==> src/rtl/bounce_gen_pkg.sv <==
// Shared definitions for the mechanical-switch bounce emulator:
// FSM state encoding, LFSR seed/tap mask and the LFSR step function.
package bounce_gen_pkg;

  typedef enum logic [2:0] {
    IDLE      = 3'd0,
    BOUNCE_DN = 3'd1,
    HOLD_DN   = 3'd2,
    BOUNCE_UP = 3'd3,
    HOLD_UP   = 3'd4
  } state_e;

  // Galois LFSR for x^16 + x^14 + x^13 + x^11 + 1, right-shifting form.
  localparam logic [15:0] LFSR_SEED = 16'hACE1;
  localparam logic [15:0] LFSR_TAPS = 16'hB400;

  // One LFSR step; a non-zero state never maps to zero.
  function automatic logic [15:0] lfsr_next(input logic [15:0] s);
    lfsr_next = {1'b0, s[15:1]} ^ (s[0] ? LFSR_TAPS : 16'h0000);
  endfunction

endpackage

==> src/rtl/bounce_gen_if.sv <==
// Press request / emulated switch handshake between a requester and bounce_gen.
interface bounce_gen_if;

  logic i_Press;
  logic o_Switch;
  logic o_Busy;
  logic o_Done;

  modport master (output i_Press, input o_Switch, input o_Busy, input o_Done);
  modport slave  (input i_Press, output o_Switch, output o_Busy, output o_Done);

endinterface

==> src/rtl/bounce_gen_lfsr16.sv <==
// 16-bit free-running Galois LFSR; reloads the seed whenever reset is high.
module lfsr16 (
  input  logic        i_Clk,
  input  logic        i_Reset,
  output logic [15:0] o_Lfsr
);
  import bounce_gen_pkg::*;

  logic [15:0] lfsr_q;
  logic [15:0] lfsr_d;

  // Next LFSR state.
  always_comb begin
    lfsr_d = lfsr_next(lfsr_q);
  end

  // State register; advances every non-reset cycle.
  always_ff @(posedge i_Clk) begin
    if (i_Reset) begin
      lfsr_q <= LFSR_SEED;
    end else begin
      lfsr_q <= lfsr_d;
    end
  end

  assign o_Lfsr = lfsr_q;

endmodule

==> src/rtl/bounce_gen.sv <==
// Emulates one press-and-release of a bouncy mechanical switch per accepted
// i_Press: a burst of randomly spaced toggles settling at 1, a stable hold,
// a mirrored burst settling at 0, another hold, then a one-cycle o_Done.
module bounce_gen #(
  parameter int unsigned BOUNCE_COUNT = 3,
  parameter int unsigned MIN_GAP      = 4,
  parameter int unsigned GAP_BITS     = 4,
  parameter int unsigned HOLD_CYCLES  = 1000
) (
  input  logic          i_Clk,
  input  logic          i_Reset,
  bounce_gen_if.slave   bus
);
  import bounce_gen_pkg::*;

  localparam int unsigned GAP_MAX = MIN_GAP + (1 << GAP_BITS) - 1;
  localparam int unsigned GAP_W   = $clog2(GAP_MAX + 1);
  localparam int unsigned HOLD_W  = $clog2(HOLD_CYCLES + 1);
  localparam int unsigned TOGGLES = 2 * BOUNCE_COUNT + 1;
  localparam int unsigned TGL_W   = $clog2(TOGGLES + 1);

  logic [15:0]       lfsr;
  logic [GAP_W-1:0]  gap_load;
  logic              unused_lfsr_bits;

  state_e            state_q, state_d;
  logic [GAP_W-1:0]  gap_q, gap_d;
  logic [HOLD_W-1:0] hold_q, hold_d;
  logic [TGL_W-1:0]  tgl_q, tgl_d;
  logic              sw_q, sw_d;
  logic              busy_q, busy_d;
  logic              done_q, done_d;

  lfsr16 u_lfsr (
    .i_Clk   (i_Clk),
    .i_Reset (i_Reset),
    .o_Lfsr  (lfsr)
  );

  // Only the low bits shape the gap; the rest just carry the sequence.
  assign unused_lfsr_bits = ^lfsr;
  assign gap_load = GAP_W'(MIN_GAP) + GAP_W'(lfsr[GAP_BITS-1:0]);

  // Next-state logic. Every toggle reloads the gap counter; a bounce phase
  // spends one extra cycle after its last toggle before entering the hold.
  always_comb begin
    state_d = state_q;
    gap_d   = gap_q;
    hold_d  = hold_q;
    tgl_d   = tgl_q;
    sw_d    = sw_q;
    unique case (state_q)
      IDLE: begin
        if (bus.i_Press) begin
          state_d = BOUNCE_DN;
          sw_d    = 1'b1;
          tgl_d   = TGL_W'(1);
          gap_d   = gap_load;
        end
      end
      BOUNCE_DN, BOUNCE_UP: begin
        if (tgl_q == TGL_W'(TOGGLES)) begin
          state_d = (state_q == BOUNCE_DN) ? HOLD_DN : HOLD_UP;
          hold_d  = HOLD_W'(HOLD_CYCLES);
          gap_d   = '0;
          tgl_d   = '0;
        end else if (gap_q == GAP_W'(1)) begin
          sw_d  = ~sw_q;
          tgl_d = tgl_q + TGL_W'(1);
          gap_d = gap_load;
        end else begin
          gap_d = gap_q - GAP_W'(1);
        end
      end
      HOLD_DN: begin
        if (hold_q == HOLD_W'(1)) begin
          state_d = BOUNCE_UP;
          sw_d    = 1'b0;
          tgl_d   = TGL_W'(1);
          gap_d   = gap_load;
          hold_d  = '0;
        end else begin
          hold_d = hold_q - HOLD_W'(1);
        end
      end
      HOLD_UP: begin
        if (hold_q == HOLD_W'(1)) begin
          state_d = IDLE;
          hold_d  = '0;
        end else begin
          hold_d = hold_q - HOLD_W'(1);
        end
      end
      default: begin
        state_d = IDLE;
        sw_d    = 1'b0;
        gap_d   = '0;
        hold_d  = '0;
        tgl_d   = '0;
      end
    endcase
    busy_d = (state_d != IDLE);
    done_d = (state_d == HOLD_UP) && (hold_d == HOLD_W'(1));
  end

  // FSM and registered outputs.
  always_ff @(posedge i_Clk) begin
    if (i_Reset) begin
      state_q <= IDLE;
      gap_q   <= '0;
      hold_q  <= '0;
      tgl_q   <= '0;
      sw_q    <= 1'b0;
      busy_q  <= 1'b0;
      done_q  <= 1'b0;
    end else begin
      state_q <= state_d;
      gap_q   <= gap_d;
      hold_q  <= hold_d;
      tgl_q   <= tgl_d;
      sw_q    <= sw_d;
      busy_q  <= busy_d;
      done_q  <= done_d;
    end
  end

  assign bus.o_Switch = sw_q;
  assign bus.o_Busy   = busy_q;
  assign bus.o_Done   = done_q;

endmodule

==> src/flat_wrapper.sv <==
// flat-port wrapper written by rule: the top's interface ports become plain ports
module bounce_gen_flat import bounce_gen_pkg::*;
#(
  parameter int unsigned BOUNCE_COUNT = 3,
  parameter int unsigned MIN_GAP      = 4,
  parameter int unsigned GAP_BITS     = 4,
  parameter int unsigned HOLD_CYCLES  = 1000
)
  (i_Clk, i_Reset, bus_i_Press, bus_o_Switch, bus_o_Busy, bus_o_Done);
  bounce_gen_if bus_i ();
  input  logic i_Clk;
  input  logic i_Reset;
  input wire logic [$bits(bus_i.i_Press)-1:0] bus_i_Press;
  output wire logic [$bits(bus_i.o_Switch)-1:0] bus_o_Switch;
  output wire logic [$bits(bus_i.o_Busy)-1:0] bus_o_Busy;
  output wire logic [$bits(bus_i.o_Done)-1:0] bus_o_Done;
  assign bus_i.i_Press = bus_i_Press;
  assign bus_o_Switch = bus_i.o_Switch;
  assign bus_o_Busy = bus_i.o_Busy;
  assign bus_o_Done = bus_i.o_Done;
  bounce_gen #(.BOUNCE_COUNT(BOUNCE_COUNT), .MIN_GAP(MIN_GAP), .GAP_BITS(GAP_BITS), .HOLD_CYCLES(HOLD_CYCLES)) u_core (.i_Clk(i_Clk), .i_Reset(i_Reset), .bus(bus_i));
endmodule
==> config.mk <==
export PLATFORM = sky130hd
export DESIGN_NAME = bounce_gen_flat
export DESIGN_NICKNAME = d
export VERILOG_FILES = /design/src/rtl/bounce_gen_pkg.sv /design/src/rtl/bounce_gen_if.sv /design/src/rtl/bounce_gen_lfsr16.sv /design/src/rtl/bounce_gen.sv /design/src/flat_wrapper.sv
export SDC_FILE = /design/constraint.sdc
export NUM_CORES = 1
export LEC_CHECK = 0
export ABC_CLOCK_PERIOD_IN_PS = 3550
export BUFFER_PORTS_ARGS = -buffer_cell sky130_fd_sc_hd__buf_2
export CORE_MARGIN = 1
export CORE_UTILIZATION = 60
export DETAILED_ROUTE_END_ITERATION = 8
export GPL_TIMING_DRIVEN = 1
export PLACE_DENSITY = 0.77
export SLEW_MARGIN = 30
export SYNTH_ARGS = -nofsm -noshare
export SYNTH_HDL_FRONTEND = slang
export SYNTH_SLANG_ARGS = --single-unit
==> constraint.sdc <==
create_clock -name i_Clk -period 3.55 [get_ports i_Clk]
set_input_delay 0.1775 -clock i_Clk [delete_from_list [all_inputs] [get_ports i_Clk]]
set_output_delay 0.1775 -clock i_Clk [all_outputs]
set_load 0.02 [all_outputs]
# After elaboration in Yosys (flattened, before gate mapping)
# Cells that the tools add are included.
# totals
inputBits	3
regBits	40
# op_classes
add_sub_neg	4
mux	25
bitwise_logic	3
reduce_logical	8
eq_ne	14
# op_table
operator	n
10-bit one-hot mux with 3 select lines	1
3-bit 2-to-1 mux	9
3-bit one-hot mux with 4 select lines	2
10-bit by 1-bit equality test with 1-bit output, second input constant	2
10-bit 2-to-1 mux	2
5-bit 2-to-1 mux	4
5-bit one-hot mux with 4 select lines	1
16-bit 2-to-1 mux	1
15-bit by 16-bit bitwise XOR with 16-bit output	1
10-bit by 1-bit subtractor with 10-bit output, second input constant	1
3-bit equality test, second input constant	3
3-bit by 2-bit equality test with 1-bit output, second input constant	2
3-bit by 4-bit adder with 5-bit output, first input constant	1
5-bit by 1-bit equality test with 1-bit output, second input constant	1
5-bit AND reduction	1
5-bit by 1-bit subtractor with 5-bit output, second input constant	1
1-bit 2-to-1 mux	4
2-bit by 1-bit != test with 1-bit output, second input constant	2
2-bit != test, second input constant	2
1-bit one-hot mux with 4 select lines	1
4-bit AND reduction	1
2-bit OR reduction	2
3-bit by 1-bit adder with 3-bit output, second input constant	1
3-bit by 1-bit equality test with 1-bit output, second input constant	1
other kinds (6)	7

# Longest topological paths before layout
# Gate-level depths: netlist (run 1).
# depth
word_depth	6
mapped_depth	9
ltp_nobuf	8

# Modules after synthesis
# Synthesis (run 1) repeated with hierarchy kept, for this count alone.
# unflattened
cells_unflattened	257
hier_area_um2	2179.6
# by_module_without_submodules
module	area_per_inst_um2	cells_per_inst	n_inst
bounce_gen	1619.1	208	1
lfsr16	560.5	49	1

# Worst setup path before layout (run 1)
# No wires, ideal clock.
# synth_timing
kind	register to register
from	reg u_core.tgl_q[0]
to	reg u_core.done_q (netlist: u_core.bus.o_Done)
stages_incl_launch_ff	10
path_buffers	1
arrival_ps	2068
t_required_ps	3462
setup_slack_ps	1394
cell_sequence	dfxtp_1 -> ha_1 -> ha_1 -> clkbuf_1 -> nand2_1 -> nand3_1 -> a221o_1 -> nor4_2 -> o2111ai_1 -> nor4_2
# synth_via
elab_chain_len	5
elab_cells_between_ends	8
classes_between	eq/ne (3); mux (4); reduce/logical (1)
# synth_rtl
item	line	rtl
start, declared	bounce_gen.sv:29	logic [TGL_W-1:0] tgl_q, tgl_d;
start signal, assigned	bounce_gen.sv:120	tgl_q <= tgl_d;
3-bit equality test (*)	bounce_gen.sv:62	if (tgl_q == TGL_W'(TOGGLES)) begin
10-bit 2-to-1 mux / 3-bit 2-to-1 mux (equally long branches)	bounce_gen.sv:62	
10-bit one-hot mux with 3 select lines / 3-bit one-hot mux with 4 select lines (equally long branches)	bounce_gen.sv:52	unique case (state_q)
10-bit by 1-bit equality test with 1-bit output / 3-bit equality test (equally long branches)	bounce_gen.sv:103	done_d = (state_d == HOLD_UP) && (hold_d == HOLD_W'(1));
1-bit logical AND (*)	bounce_gen.sv:103	
end signal, assigned	bounce_gen.sv:123	done_q <= done_d;
end, declared	bounce_gen.sv:32	logic done_q, done_d;
# Mark *: on every way between the ends. The rest lies on a longest branch, timed or not.
# A chain may end at the register's enable or synchronous reset.

# Worst setup path after layout (run 1)
# Ends and elaborated chain as after synthesis.

==> impl_metrics.json, run 1 <==
{
  "comb_power_share": 0.109,
  "portBuffers": 5,
  "cp_slowest_cell": "a221o_1",
  "worstMarginPinSlew_ns": 0.569,
  "rsz0062_at_grt": "false",
  "r2r-start": "u_core.tgl_q[0]$_SDFFE_PP0P_",
  "placed_area_sq_mm": 0.00204,
  "boundaryPins": 6,
  "path_delay_family": "simple AND/OR/NAND/NOR gates",
  "setup_tns_ns": 0,
  "cts_root_buffer": "clkbuf_4",
  "max_stage_delay_ns": 0.35,
  "p_seq_frac": 0.593,
  "min_period_ns": 2.37,
  "p_sw_mw": 0.218,
  "multi_input_comb_area_sq_mm": 0.00110,
  "via_per_inst": 5.79,
  "clock_latency_ns": 0.35,
  "antenna_cells": 0,
  "grt_overflow": 0,
  "arrival_ns": 2.63,
  "ys_warn_count": 0,
  "design.die.area_sq_mm": 0.00360,
  "synthArstFlopShare": 0,
  "setup_ws_ns": 1.18,
  "power.density_mw_per_mm2": 392,
  "worstPathRequired_ns": 3.81,
  "ff_latch_area_sq_um": 801,
  "synth_seq_cells": 40,
  "crit_type": "flip-flop to flip-flop",
  "synth.distinct_cells": 47,
  "cap_violations": 0,
  "syn-num-nets": 255,
  "finalCritPeriodShare": 0.669,
  "drt-initial-drc-count": 129,
  "crit_buf_inv": 0,
  "min-delay-start": "i_Reset",
  "antenna_found_initial": 0,
  "relSlewSlack": 0.620,
  "path_max_fanout": 9,
  "fillCellCount": 269,
  "intPower_mw": 0.611,
  "synth_area_leaders": "dfxtp_1 (40%), a21oi_1 (6.7%), ha_1 (4.3%)",
  "grt_pass1_vias": 1448,
  "end_kind": "flip-flop",
  "area_growth_pct": 4.84,
  "num-nets-final": 254,
  "drc_errors": 0,
  "synthTopCellsByCount": "dfxtp_1 (40), a21oi_1 (27), nand2_1 (21)",
  "final_layout_size_suffix_gt1_frac": 0.110,
  "core_area_sq_mm": 0.00313,
  "wl_per_cell_microns": 14.1,
  "clock.fmax_mhz": 421,
  "critPathLaunch": "u_core.tgl_q[0]$_SDFFE_PP0P_",
  "dieWidth_microns": 60.0,
  "min_path_type": "input pin to flip-flop",
  "dr.pass1.iters": 5,
  "die_h_microns": 60.0,
  "cts_tree": "yes",
  "path_cells": "ha_1, ha_1, nand2_1, nand3_1, a221o_1, nor4_2, o2111ai_1, nor4_2",
  "vias": 1672,
  "synth_area_sq_mm": 0.00202,
  "status": "finished, final reports clean",
  "wirelength_microns": 4080,
  "place.gp.congestion": 0.929,
  "initial_utilization": 0.645,
  "peakVddDrop_v": 0.000331,
  "p_leak_nw": 0.844,
  "clockBufferDepth": 2,
  "setup_violations": 0,
  "grt_pass1_wl_microns": 6810,
  "critPathLaunchType": "flip-flop",
  "clk_pin_slew_ns": 0.13,
  "power_switching_share": 0.263,
  "cts.sink_count": 40,
  "antenna_left": 0,
  "post_cts_resize_count": 0,
  "yosys.area.top_type_share": 0.397,
  "yosysMostFrequentCell": "dfxtp_1",
  "hold_buffers": 0,
  "cts_buffers": 5,
  "synth-edff-count": 0,
  "synth_flop_cell": "dfxtp_1",
  "p_total_mw": 0.829,
  "track_usage": 0.258,
  "fin_area_sq_mm": 0.00212,
  "power_frac_clock": 0.298,
  "ys_seq_area_frac": 0.397,
  "rows": 20,
  "syn_area_per_cell_sq_um": 8.24,
  "grt_max_degree": 32,
  "finalHoldViolCount": 0,
  "yosysTopAreaCell": "dfxtp_1",
  "hpwl_microns": 2810,
  "post-place-ws_ns": 1.19,
  "post_cts_buffers": 0,
  "synth_cells": 245,
  "slew_violations": 0,
  "skew_ns": 0.0119,
  "htreeDepth": 2
}
## through the flow
| step | util | std cells | hold slack [ns] |
|---|---|---|---|
| final | 0.676 | 289 | 0.293 |
| after global routing | 0.676 | 289 | 0.299 |
| after CTS | 0.674 | 289 | 0.283 |
| after detailed placement | 0.653 | 281 | 0.402 |
| after global placement | 0.653 | 281 | 0.395 |
| after floorplan | - | 245 | 0.354 |
## cells by family after synthesis
logic type / synth area share
buf+inv: 0.0608
simple gates: 0.270
compound gates: 0.195
xor+xnor: 0.0347
flops: 0.397
fa+ha+maj: 0.0434
## cell type report
class	instances	share of cell area
clock buffer	6	0.0242
tap	44	0.0260
multi-input combinational	176	0.520
inverter	14	0.0248
clock inverter	2	0.00710
timing repair buffer	7	0.0189
sequential	40	0.378
## power groups by stage
stage | combinational, mW | clock (mW) | sequential [mW]
2_1_floorplan | 0.0735 | 0 | 0.496
3_3_place_gp | 0.0892 | 0 | 0.500
3_5_place_dp | 0.0883 | 0 | 0.501
4_1_cts | 0.0893 | 0.255 | 0.491
5_1_grt | 0.101 | 0.276 | 0.496
6_report | 0.0902 | 0.247 | 0.492
## layer usage
metal,track usage,vias up,share of wire
met1,0.383,757,0.50
met5,0,-,0
met2,0.348,53,0.42
li1,-,856,-
met3,0.0866,6,0.066
met4,0.0764,0,0.013
## path summary, 6_finish.rpt
path	to	slack (ns)	depth (start not counted)
max	u_core.bus.o_Done$_SDFF_PP0_	1.18	8
max reg2reg	u_core.bus.o_Done$_SDFF_PP0_	1.18	8
min	u_core.state_q[0]$_SDFF_PP0_	0.29	2
min reg2reg	u_core.u_lfsr.o_Lfsr[11]$_SDFF_PP1_	0.43	1
## state kept, by name (all words and copies together) (netlist names)
| name | cells |
|---|---|
| u_core.bus.o_Busy | 1 |
| u_core.bus.o_Done | 1 |
| u_core.bus.o_Switch | 1 |
| u_core.gap_q | 5 |
| u_core.hold_q | 10 |
| u_core.state_q | 3 |
| u_core.tgl_q | 3 |
| u_core.u_lfsr.o_Lfsr | 16 |
## cell usage in the layout (no fill, tap or decap), drive strengths merged, types with 2 or more instances in the layout
cell      instances
dfxtp            40
a21oi            27
nand2            21
nor2             16
inv              13
o21ai            11
nor2b             9
nand2b            9
nor3              8
ha                7
buf               7
a31oi             6
clkbuf            6
nor4              6
xnor2             5
and2              5
or2               5
nand4             4
nand3             4
nor3b             3
xor2              3
o221ai            3
o22ai             3
o21bai            2
o211a             2
clkinvlp          2
Power figures use the tool's default switching activity.
==> run 2, diff against run 1 <==
--- a/config.mk
+++ b/config.mk
@@ -5,7 +5,8 @@
 export SDC_FILE = /design/constraint.sdc
 export NUM_CORES = 1
 export LEC_CHECK = 0
-export ABC_CLOCK_PERIOD_IN_PS = 3550
+export ABC_AREA = 1
+export ABC_CLOCK_PERIOD_IN_PS = 2370
 export BUFFER_PORTS_ARGS = -buffer_cell sky130_fd_sc_hd__buf_2
 export CORE_MARGIN = 1
 export CORE_UTILIZATION = 60
==> constraint.sdc (replaced) <==
create_clock -name i_Clk -period 2.37 [get_ports i_Clk]
set_input_delay 0.1185 -clock i_Clk [delete_from_list [all_inputs] [get_ports i_Clk]]
set_output_delay 0.1185 -clock i_Clk [all_outputs]
set_load 0.02 [all_outputs]
==> run 2 against run 1 <==
Final cell count rose by 21%. Area after synthesis is 3.0% higher. Count of clock-buffer cells in the layout fell by 1. Utilization is 2.1 points lower. Largest power group unchanged. Register-to-register slack got worse by 0.57 ns. Setup slack got worse by 0.57 ns. Design area up 3.4%. Clock skew rose by 0.0057 ns.
==> impl_metrics.json, run 2 <==
{
  "wl_per_cell_microns": 11.0,
  "r2r-start": "u_core.tgl_q[0]$_SDFFE_PP0P_",
  "initial_utilization": 0.623,
  "cts_buffers": 5,
  "synth_area_leaders": "dfxtp_1 (39%), nand2_1 (10%), inv_1 (7.4%)",
  "hold_path_depth": 5,
  "cp_slowest_cell": "dfxtp_1",
  "critPathLaunch": "u_core.tgl_q[0]$_SDFFE_PP0P_",
  "min_path_type": "input pin to flip-flop",
  "path_delay_family": "simple AND/OR/NAND/NOR gates",
  "final_cell_mix": "nand2_1 (57), inv_1 (41), dfxtp_1 (40)",
  "synthArstFlopShare": 0,
  "power.density_mw_per_mm2": 571,
  "setup_tns_ns": 0,
  "ys_warn_count": 0,
  "syn-num-nets": 307,
  "max_stage_delay_ns": 0.38,
  "synth_seq_cells": 40,
  "portBuffers": 5,
  "ff2ff_path_depth": 10,
  "hpwl_microns": 2860,
  "cts_tree": "yes",
  "reg2reg_slack_ns": 0.61,
  "whs_endpoint": "u_core.state_q[0]$_SDFF_PP0_",
  "path_max_fanout": 6,
  "synth-edff-count": 0,
  "synth.distinct_cells": 27,
  "cp.depth": 10,
  "status": "finished, final reports clean",
  "min-delay-start": "bus_i_Press",
  "post_cts_buffers": 0,
  "core_area_sq_mm": 0.00334,
  "dr.pass1.iters": 4,
  "area_growth_pct": 5.17,
  "largest_register_ffs": 16,
  "antenna_found_initial": 0,
  "skew_ns": 0.0176,
  "setup_violations": 0,
  "finalCritPeriodShare": 0.743,
  "wirelength_microns": 3860,
  "grt_max_degree": 35,
  "via_per_inst": 5.04,
  "fin_area_sq_mm": 0.00219,
  "p_leak_nw": 1.09,
  "antenna_left": 0,
  "synth_area_sq_mm": 0.00208,
  "grt_pass1_vias": 1481,
  "grt_overflow": 0,
  "design.die.area_sq_mm": 0.00371,
  "cts.sink_count": 40,
  "slew_violations": 0,
  "yosysMostFrequentCell": "nand2_1",
  "grt_pass1_wl_microns": 6560,
  "worstMarginPinSlew_ns": 0.590,
  "clk_pin_slew_ns": 0.14,
  "setup_ws_ns": 0.609,
  "place.gp.congestion": 0.895,
  "whs_ns": 0.215,
  "drc_errors": 0,
  "yosysTopAreaCell": "dfxtp_1",
  "drt-initial-drc-count": 130,
  "crit_buf_inv": 1,
  "cap_violations": 0,
  "path_cells": "ha_1, ha_1, inv_1, nand2_2, nand2_2, o21ai_1, o21ai_1, nor3_2, nand3_1, nor2_1",
  "clockBufferDepth": 2,
  "boundaryPins": 6,
  "synthTopCellsByCount": "nand2_1 (57), inv_1 (41), dfxtp_1 (40)",
  "worstPathRequired_ns": 2.66,
  "hold_buffers": 0,
  "post-place-ws_ns": 0.668,
  "antenna_cells": 0,
  "post_cts_resize_count": 0,
  "synth_flop_cell": "dfxtp_1",
  "peakVddDrop_v": 0.000465,
  "cts_root_buffer": "clkbuf_4",
  "die_h_microns": 60.9,
  "vias": 1765,
  "syn_area_per_cell_sq_um": 7.00,
  "end_kind": "flip-flop",
  "final_common_cell": "nand2_1",
  "rsz0062_at_grt": "false",
  "final_layout_size_suffix_gt1_frac": 0.148,
  "placed_area_sq_mm": 0.00213,
  "finalHoldViolCount": 0,
  "htreeDepth": 2,
  "reg2reg_to": "u_core.bus.o_Done$_SDFF_PP0_",
  "min_period_ns": 1.76,
  "synth_cells": 297,
  "critPathLaunchType": "flip-flop",
  "rows": 21,
  "clock.fmax_mhz": 568,
  "fillCellCount": 310,
  "arrival_ns": 2.05,
  "crit_type": "flip-flop to flip-flop",
  "ys_seq_area_frac": 0.385,
  "clock_latency_ns": 0.35,
  "track_usage": 0.241,
  "num-nets-final": 313,
  "relSlewSlack": 0.607,
  "dieWidth_microns": 60.9,
  "yosys.area.top_type_share": 0.385
}
==> run 2: worst max-delay path by stage <==
stage	slack [ns]	endpoint
final	0.61	u_core.bus.o_Done$_SDFF_PP0_
after global placement	0.69	u_core.bus.o_Done$_SDFF_PP0_
after floorplan	0.91	u_core.bus.o_Done$_SDFF_PP0_
after global routing	0.45	u_core.bus.o_Done$_SDFF_PP0_
after CTS	0.64	u_core.bus.o_Done$_SDFF_PP0_
after detailed placement	0.67	u_core.bus.o_Done$_SDFF_PP0_
==> run 2: per-layer routing <==
metal	global-route usage	part of all wire	vias up
met2	0.344	0.41	36
li1	-	-	936
met1	0.355	0.54	787
met5	0	0	-
met4	0.0974	0.016	0
met3	0.0448	0.037	6
==> run 2: power by group <==
part	internal, mW	total, mW	leakage [nW]	switching (mW)
clock	0.117	0.356	0.0316	0.239
combinational	0.0593	0.162	0.731	0.103
sequential	0.706	0.730	0.329	0.0238
total	0.883	1.25	1.09	0.365
==> run 2: cells by family after synthesis <==
kind of cell / synth area share
AO/OA/AOI/OAI: 0.126
AND/OR/NAND/NOR: 0.315
XOR/XNOR: 0.0253
adder cells (fa/ha/maj): 0.0421
flip-flops: 0.385
buffers and inverters: 0.106
==> run 2: area by class of cell <==
type,instances,area (sq um),share of cell area
clock buffers,5,37.5,0.0172
clock inverters,3,21.3,0.00973
inverters,50,188,0.0858
multi-input cells,201,1060,0.483
flip-flops and latches,40,801,0.366
well taps,46,57.6,0.0263
repair buffers,5,25.0,0.0114
==> run 2: worst register-to-register path, stage by stage (launching register included) <==
cell and delay [ns]:
dfxtp_1 0.38, ha_1 0.15, ha_1 0.25, inv_1 0.11, nand2_2 0.12, nand2_2 0.09
o21ai_1 0.08, o21ai_1 0.11, nor3_2 0.21, nand3_1 0.11, nor2_1 0.10
==> run 2: stage by stage <==
| stage | utilization | instances | power (mW) |
|---|---|---|---|
| finish | 0.655 | 350 | 1.25 |
| global route | 0.655 | 350 | 1.32 |
| CTS | 0.655 | 350 | 1.26 |
| detailed placement | 0.638 | 342 | 0.906 |
| global placement | 0.638 | 342 | 0.905 |
| floorplan | - | 297 | 0.873 |
==> run 3, diff against run 2 <==
--- a/config.mk
+++ b/config.mk
@@ -6,7 +6,7 @@
 export NUM_CORES = 1
 export LEC_CHECK = 0
 export ABC_AREA = 1
-export ABC_CLOCK_PERIOD_IN_PS = 2370
+export ABC_CLOCK_PERIOD_IN_PS = 1800
 export BUFFER_PORTS_ARGS = -buffer_cell sky130_fd_sc_hd__buf_2
 export CORE_MARGIN = 1
 export CORE_UTILIZATION = 60
==> constraint.sdc (replaced) <==
create_clock -name i_Clk -period 1.8 [get_ports i_Clk]
set_input_delay 0.09 -clock i_Clk [delete_from_list [all_inputs] [get_ports i_Clk]]
set_output_delay 0.09 -clock i_Clk [all_outputs]
set_load 0.02 [all_outputs]
==> run 3 against run 2 <==
First-iteration DRC count up 5.4%. Worst hold slack got worse by 0.075 ns. Design area increased by 3.4%. Critical endpoint unchanged. Via count increased by 3.1%. Total power grew 43%. Largest power group unchanged. Register-to-register slack worse by 0.47 ns. Die area unchanged.
==> impl_metrics.json, run 3 (synthesis results as in run 2) <==
{
  "cts.sink_count": 40,
  "min_path_type": "input pin to flip-flop",
  "cap_violations": 0,
  "grt_pass1_wl_microns": 6800,
  "area_growth_pct": 8.78,
  "post_cts_buffers": 0,
  "path_delay_family": "simple AND/OR/NAND/NOR gates",
  "final_util": 0.678,
  "p_seq_frac": 0.535,
  "initial_utilization": 0.623,
  "wl_per_cell_microns": 11.8,
  "clk_pin_slew_ns": 0.12,
  "finalHoldViolCount": 0,
  "grt_overflow": 0,
  "ff_latch_area_sq_um": 802,
  "hpwl_microns": 3080,
  "antenna_cells": 0,
  "cts_root_buffer": "clkbuf_4",
  "path_cells": "ha_2, ha_4, inv_1, nand2_2, nand2_2, nand2_1, nand2_1, nor2_1, nand2_1, nor2_1, nand3_1, nor2_1",
  "wirelength_microns": 4180,
  "place.gp.congestion": 0.877,
  "power_frac_clock": 0.331,
  "end_kind": "flip-flop",
  "status": "finished, final reports clean",
  "p_leak_nw": 1.12,
  "finalCritPeriodShare": 0.922,
  "relSlewSlack": 0.725,
  "crit_type": "flip-flop to flip-flop",
  "final_cell_mix": "nand2_1 (56), inv_1 (41), dfxtp_1 (39)",
  "drt-initial-drc-count": 137,
  "antenna_left": 0,
  "cts_tree": "yes",
  "post-place-ws_ns": 0.112,
  "r2r-start": "u_core.tgl_q[1]$_SDFFE_PP0P_",
  "clock.fmax_mhz": 602,
  "arrival_ns": 1.97,
  "num-nets-final": 317,
  "portBuffers": 5,
  "fillCellCount": 308,
  "drc_errors": 0,
  "worstPathRequired_ns": 2.11,
  "via_per_inst": 5.14,
  "core_area_sq_mm": 0.00334,
  "vias": 1820,
  "p_sw_mw": 0.476,
  "dr.pass1.iters": 4,
  "power.density_mw_per_mm2": 788,
  "clock_latency_ns": 0.36,
  "antenna_found_initial": 0,
  "comb_power_share": 0.134,
  "multi_input_comb_area_sq_mm": 0.00108,
  "setup_ws_ns": 0.140,
  "rsz0062_at_grt": "false",
  "setup_violations": 0,
  "boundaryPins": 6,
  "die_h_microns": 60.9,
  "max_stage_delay_ns": 0.37,
  "final_layout_size_suffix_gt1_frac": 0.179,
  "clockBufferDepth": 2,
  "intPower_mw": 1.31,
  "cp_slowest_cell": "dfxtp_1",
  "track_usage": 0.252,
  "power_switching_share": 0.267,
  "cts_buffers": 5,
  "critPathLaunch": "u_core.tgl_q[1]$_SDFFE_PP0P_",
  "crit_buf_inv": 1,
  "design.die.area_sq_mm": 0.00371,
  "dieWidth_microns": 60.9,
  "skew_ns": 0.0115,
  "rows": 21,
  "critPathLaunchType": "flip-flop",
  "peakVddDrop_v": 0.000575,
  "slew_violations": 0,
  "grt_pass1_vias": 1510,
  "setup_tns_ns": 0,
  "path_max_fanout": 6,
  "worstMarginPinSlew_ns": 0.413,
  "largest_register_ffs": 16,
  "reg2reg_slack_ns": 0.14,
  "final_common_cell": "nand2_1",
  "min_period_ns": 1.66,
  "grt_max_degree": 26,
  "min-delay-start": "i_Reset",
  "htreeDepth": 2
}
==> run 3: path summary, 6_finish.rpt <==
path	end	cells after the start
hold / removal	u_core.u_lfsr.o_Lfsr[4]$_SDFF_PP0_	2
setup / recovery	u_core.bus.o_Done$_SDFF_PP0_	12
setup reg to reg	u_core.bus.o_Done$_SDFF_PP0_	12
hold reg to reg	u_core.u_lfsr.o_Lfsr[4]$_SDFF_PP0_	2
==> run 3: layout make-up <==
type / count / share of cell area
Timing Repair Buffer: 9 / 0.0243
Clock buffer: 5 / 0.0166
Clock inverter: 3 / 0.0188
Inverter: 50 / 0.0830
Multi-Input combinational cell: 201 / 0.477
Sequential cell: 40 / 0.355
Tap cell: 46 / 0.0254
==> run 3: power by group through the flow <==
| stage | clock network [mW] | logic [mW] | registers, mW |
|---|---|---|---|
| 2_1_floorplan | 0 | 0.175 | 0.974 |
| 3_3_place_gp | 0 | 0.231 | 0.970 |
| 3_5_place_dp | 0 | 0.235 | 0.972 |
| 4_1_cts | 0.601 | 0.237 | 0.952 |
| 5_1_grt | 0.647 | 0.271 | 0.959 |
| 6_report | 0.590 | 0.239 | 0.953 |
==> run 3: per-stage QoR <==
stage | power (mW) | instance area [sq um] | hold WS, ns | cells
6_report | 1.78 | 2260 | 0.141 | 354
5_1_grt | 1.88 | 2260 | 0.142 | 354
4_1_cts | 1.79 | 2240 | 0.141 | 354
3_5_place_dp | 1.21 | 2160 | 0.395 | 346
3_3_place_gp | 1.20 | 2160 | 0.394 | 346
2_1_floorplan | 1.15 | 2080 | 0.388 | 297
==> run 3: worst reg2reg max path, delay by kind of cell, from the launching register on <==
kind / cells / cell delay [ns]
adder cells (fa/ha/maj): 2 / 0.36
buffers and inverters: 1 / 0.09
flip-flops: 1 / 0.37
AND/OR/NAND/NOR: 9 / 0.82
==> run 3: metal layers <==
metal	track usage	share of wire
met1	0.361	0.50
met2	0.355	0.42
met3	0.0725	0.058
met4	0.101	0.018
met5	0	0
==> run 3: repair_timing <==
| item | in CTS | in global routing |
|---|---|---|
| endpoints found under the setup margin | 0 | 8 |
| hold buffers | 0 | 0 |
| gates resized for setup | 0 | 7 |
